**config.mk**
```make
export PLATFORM = sky130hd
export DESIGN_NAME = uart_tx_feeder
export DESIGN_NICKNAME = d
export VERILOG_FILES = /design/src/rtl/uart_pkg.sv /design/src/rtl/uart_sync_fifo.sv /design/src/rtl/uart_tx_feeder.sv
export SDC_FILE = /design/constraint.sdc
export NUM_CORES = 1
export LEC_CHECK = 0
export ABC_AREA = 0
export BUFFER_PORTS_ARGS = -buffer_cell sky130_fd_sc_hd__clkbuf_2
export CAP_MARGIN = 5
export CORE_MARGIN = 4
export CORE_UTILIZATION = 60
export CTS_CLUSTER_DIAMETER = 120
export DETAILED_ROUTE_END_ITERATION = 7
export PLACE_DENSITY_LB_ADDON = 0.12
export SYNTH_ARGS = -nofsm -noshare
export SYNTH_HDL_FRONTEND = slang
export SYNTH_HIERARCHICAL = 1
export SYNTH_SLANG_ARGS = --single-unit
```
**constraint.sdc**
```tcl
create_clock -name clk -period 4.05 [get_ports clk]
set_input_delay 0.81 -clock clk [delete_from_list [all_inputs] [get_ports clk]]
set_output_delay 0.81 -clock clk [all_outputs]
set_load 0.02 [all_outputs]
```
**src/rtl/uart_pkg.sv**
```systemverilog
// Shared UART definitions: feeder FSM states, default FIFO depth and byte width.
package uart_pkg;

  localparam int DEFAULT_DEPTH = 16;
  localparam int BYTE_W = 8;

  typedef enum logic [1:0] {
    IDLE,
    LAUNCH,
    WAIT_ACK,
    BUSY
  } feeder_state_e;

endpackage

```
**src/rtl/uart_sync_fifo.sv**
```systemverilog
// Synchronous FIFO with wrap-bit pointers, occupancy level and full/empty flags.
// Written to be shared by both the transmit and the receive paths.
module uart_sync_fifo
  import uart_pkg::*;
#(
  parameter int DEPTH = DEFAULT_DEPTH,
  parameter int W = BYTE_W,
  localparam int AW = $clog2(DEPTH),
  localparam int CW = AW + 1
) (
  input  logic          clk,
  input  logic          rst,
  input  logic          clear,
  input  logic          push,
  input  logic [W-1:0]  push_data,
  input  logic          pop,
  output logic [W-1:0]  head,
  output logic [CW-1:0] level,
  output logic          empty,
  output logic          full
);

  logic [W-1:0] mem [DEPTH];
  logic [AW:0]  wr_ptr;
  logic [AW:0]  rd_ptr;
  logic         wr_en;
  logic         rd_en;

  // Requests that would corrupt the pointers are ignored, and clear beats both.
  assign wr_en = push && !full && !clear;
  assign rd_en = pop && !empty && !clear;

  always_ff @(posedge clk or posedge rst) begin
    if (rst) begin
      wr_ptr <= '0;
      rd_ptr <= '0;
    end else if (clear) begin
      wr_ptr <= '0;
      rd_ptr <= '0;
    end else begin
      if (wr_en) wr_ptr <= wr_ptr + 1'b1;
      if (rd_en) rd_ptr <= rd_ptr + 1'b1;
    end
  end

  always_ff @(posedge clk) begin
    if (wr_en) mem[wr_ptr[AW-1:0]] <= push_data;
  end

  assign head  = mem[rd_ptr[AW-1:0]];
  assign level = wr_ptr - rd_ptr;
  assign empty = (wr_ptr == rd_ptr);
  assign full  = (wr_ptr[AW] != rd_ptr[AW]) && (wr_ptr[AW-1:0] == rd_ptr[AW-1:0]);

endmodule

```
**src/rtl/uart_tx_feeder.sv**
```systemverilog
// Byte FIFO that launches queued bytes into the UART transmitter, paced by tx_active.
// Optional synchronous flush port is enabled by defining UART_TX_FEEDER_FLUSH_EN.
module uart_tx_feeder
  import uart_pkg::*;
#(
  parameter int DEPTH = DEFAULT_DEPTH,
  localparam int CW = $clog2(DEPTH) + 1
) (
  input  logic              clk,
  input  logic              rst,
  input  logic              in_valid,
  input  logic [BYTE_W-1:0] in_data,
  output logic              in_ready,
  output logic              tx_start,
  output logic [BYTE_W-1:0] tx_data,
  input  logic              tx_active,
  output logic [CW-1:0]     level,
  output logic              empty,
  output logic              full,
  output logic              overflow
`ifdef UART_TX_FEEDER_FLUSH_EN
  ,
  input  logic              flush
`endif
);

  feeder_state_e     state;
  feeder_state_e     state_next;
  logic              start_next;
  logic              launch;
  logic              push;
  logic              flush_req;
  logic [BYTE_W-1:0] head;

`ifdef UART_TX_FEEDER_FLUSH_EN
  assign flush_req = flush;
`else
  assign flush_req = 1'b0;
`endif

  assign in_ready = !full;
  assign push     = in_valid && !full && !flush_req;

  uart_sync_fifo #(
    .DEPTH(DEPTH),
    .W    (BYTE_W)
  ) u_fifo (
    .clk      (clk),
    .rst      (rst),
    .clear    (flush_req),
    .push     (push),
    .push_data(in_data),
    .pop      (launch),
    .head     (head),
    .level    (level),
    .empty    (empty),
    .full     (full)
  );

  // tx_done is deliberately ignored: it stays high until the next start, so only
  // the rise-then-fall of tx_active marks the end of a frame.
  always_comb begin
    state_next = state;
    start_next = 1'b0;
    launch     = 1'b0;
    case (state)
      IDLE: begin
        if (!empty && !flush_req) begin
          launch     = 1'b1;
          start_next = 1'b1;
          state_next = LAUNCH;
        end
      end
      LAUNCH:   state_next = WAIT_ACK;
      WAIT_ACK: if (tx_active) state_next = BUSY;
      BUSY:     if (!tx_active) state_next = IDLE;
      default:  state_next = IDLE;
    endcase
  end

  always_ff @(posedge clk or posedge rst) begin
    if (rst) begin
      state    <= IDLE;
      tx_start <= 1'b0;
      tx_data  <= '0;
      overflow <= 1'b0;
    end else begin
      state    <= state_next;
      tx_start <= start_next;
      if (launch) tx_data <= head;
      if (in_valid && full && !flush_req) overflow <= 1'b1;
    end
  end

endmodule

```
==> flow_summary.yaml <==
status:
  outcome: "completed"
clock_tree:
  htree_num_levels: 4
  ctsHoldBuffers: 0
  cts_buffer_depth: 2
  clock_latency_ns: 0.52
  cts_resized: 0
  clk_pin_slew_ns: 0.06
  numCtsBuffers: 17
  clockRootBuffer: "clkbuf_8"
  cts_tree: "yes"
  cts.sinks: 150
  post-cts-setup-buffer-count: 0
sta:
  maxSlewHeadroom_pct: 43.8
  min_period_ns: 3.34
  fin_skew_ns: 0.00768
  tightest_slew_ns: 0.840
  max_freq_ghz: 0.299
  setup_viol_count_final: 0
  finalSetupTns_ns: 0
  finalHoldViolations: 0
  rsz0062_at_grt: "no"
  min_period_over_period_pct: 82.6
  fin_hold_ws_ns: 0.270
  slew_violations: 0
worst_setup_path:
  end_kind: "flip-flop"
  cp_max_fo: 9
  crit_arrival_ns: 3.49
  startpoint: "u_fifo/wr_ptr[2]$_DFFE_PP0P_"
  path_class: "reg -> reg"
  crit_chain: "ha_1, nand4_1, or2b_1, inv_1, nor2b_1, nor2b_1, nand2_1, nor2_1"
  max_stage_delay_ns: 0.68
  cp_top_family: "simple AND/OR/NAND/NOR gates"
  crit_path_frequent_cell: "nor2b_1"
  rr_startpoint: "u_fifo/wr_ptr[2]$_DFFE_PP0P_"
  crit_required_ns: 4.19
  slowest_stage: "nor2_1"
  startpoint_type: "flip-flop"
  worst-path-buf-inv: 1
yosys:
  yosys.area.top_type: "edfxtp_1"
  synth_warnings: 6
  synth-edff-count: 128
  synthArstFlopShare_pct: 14.7
  ys_types: 39
  synth_seq_cells: 150
  avgSynthCellArea_um2: 18.6
  synth_cells: 334
  synth_top_area_share_pct: 61.9
  ys_seq_area_share_pct: 70.8
  synth_top_flop_cell: "edfxtp_1"
  syn-cell-area_um2: 6200
  synth_area_leaders: "edfxtp_1 62%, mux4_2 10%, dfrtp_1 8.9%"
die:
  die_w_um: 110
  fp.dieH_um: 110
  io-pin-count: 30
  core_um2: 9910
  start_util_pct: 62.6
  row_count: 36
  die-area_um2: 12000
place:
  dp.final_hpwl_um: 8020
  place.gp.congestion: 0.827
  io_buffer_count: 29
global_route:
  track_usage_pct: 22.5
  grt_pass1_vias: 3130
  grt_max_degree: 36
  grt_pass1_wl_um: 18700
  grt-ovfl-total: 0
  antenna_found_initial: 0
finish:
  layout-drive-gt1-share_pct: 26.0
  areaGrowthSynthToFinish_pct: 12.6
  fin_util_pct: 70.5
  final_nets: 402
  antenna_cells: 0
  n_fill_cell: 641
power_and_ir_drop:
  powerDensity_nw_per_um2: 522
  power_uw: 3650
  leakage_uw: 0.00244
  ir_drop_uv: 304
route:
  num_vias: 3185
  wl_um: 12100
  dr.pass1.iters: 4
  post-route-drc-count: 0
  via_per_inst: 6.11
  postRouteAntennaNets: 0
  wl_per_cell_um: 23.2
  drt-initial-drc-count: 255
min_path:
  min_path_type: "in -> async"
job:
  maxCapViolations: 0
[power by group]
part           total, uW  leakage (uW)  switching [uW]  internal, uW
clock network       1360      0.000246             564           794
logic                498      0.000760             271           227
registers           1790       0.00144            42.8          1750
total               3650       0.00244             878          2770
[worst paths after layout]
path | cells past startpoint | slack [ns] | endpoint
worst min register to register | 1 | 0.50 | overflow$_DFFE_PP0P_
worst max register to register | 8 | 0.71 | u_fifo/mem[3][7]$_DFFE_PP_
min in group clk | 1 | 0.50 | overflow$_DFFE_PP0P_
worst min-delay path | 2 | 0.27 | u_fifo/wr_ptr[0]$_DFFE_PP0P_
max in group asynchronous | 2 | 3.45 | tx_data[0]$_DFFE_PP0P_
worst max-delay path | 8 | 0.71 | u_fifo/mem[3][7]$_DFFE_PP_
[cells in the final DEF, fill, tap and decap left out, types with 2 or more instances in the layout]
cell | netlist | layout
conb_1 | 1 | 2
a21o_1 | 3 | 3
ha_1 | 12 | 12
o211ai_1 | 3 | 3
xor2_1 | 6 | 6
nand3_1 | 3 | 3
clkinv_1 | 0 | 4
mux4_1 | 4 | 4
nand2_1 | 14 | 14
edfxtp_1 | 128 | 128
dfrtp_1 | 22 | 21
buf_4 | 1 | 5
mux4_2 | 28 | 28
clkinv_2 | 0 | 4
xnor2_1 | 5 | 5
nor2_1 | 29 | 29
clkbuf_16 | 0 | 16
clkinvlp_4 | 0 | 2
inv_1 | 13 | 13
clkbuf_2 | 0 | 29
a22oi_1 | 16 | 16
o21ai_0 | 2 | 2
nand3b_1 | 2 | 2
nor2b_1 | 3 | 3
o2111ai_1 | 2 | 2
and2_1 | 2 | 2
mux2_4 | 8 | 8
a21oi_1 | 4 | 4
[metrics by stage]
step                      setup slack, ns  cells  instance area (um2)
after floorplan                     0.879    335                 6210
after global placement              0.866    491                 6480
after detailed placement            0.746    491                 6480
after CTS                           0.737    521                 6990
after global routing                0.425    521                 6990
final                               0.706    521                 6990
[final cells by class]
cell class | count | area, um2 | area share [%]
tap | 133 | 166 | 2.38
clock inverter | 12 | 88.8 | 1.27
clock buffer | 18 | 418 | 5.98
multi-input combinational | 161 | 1690 | 24.1
sequential | 150 | 4400 | 62.9
inverter | 13 | 48.8 | 0.698
timing repair buffer | 34 | 183 | 2.61
[metal layers]
metal	wire length [um]	vias to the layer above	global-route usage, %
li1	-	1399	-
met5	0	-	0
met2	5980	120	34.2
met1	5090	1642	32.2
met3	719	24	4.58
met4	294	0	9.35
[kinds of logic after synthesis]
group	Yosys count	share of synthesized area, %
flops	150	70.8
simple gates	59	4.42
mux	42	14.1
xor+xnor	12	1.81
compound gates	33	3.95
buf+inv	24	2.06
other cells	1	0.0604
fa+ha+maj	13	2.74
[sequential cells by signal (all words and copies together) (netlist names)]
| register | flops |
|---|---|
| u_fifo/mem | 128 |
| tx_data | 8 |
| u_fifo/rd_ptr | 5 |
| u_fifo/wr_ptr | 5 |
| state | 2 |
| overflow | 1 |
| tx_start | 1 |
[cell usage after synthesis (all sizes together) (2+ instances only)]
cell and n:
inv 13, xor2 7, a22oi 16, a21o 3, xnor2 5, mux2 9, ha 12, buf 8
dfrtp 22, nor2 29, nand3 3, o211ai 3, nand2 14, mux4 32, clkbuf 3, a21oi 4
and2 2, o21ai 3, nand3b 2, edfxtp 128, nor2b 4, or3 2, o2111ai 2
No activity file was read; power rests on OpenSTA's default activity.
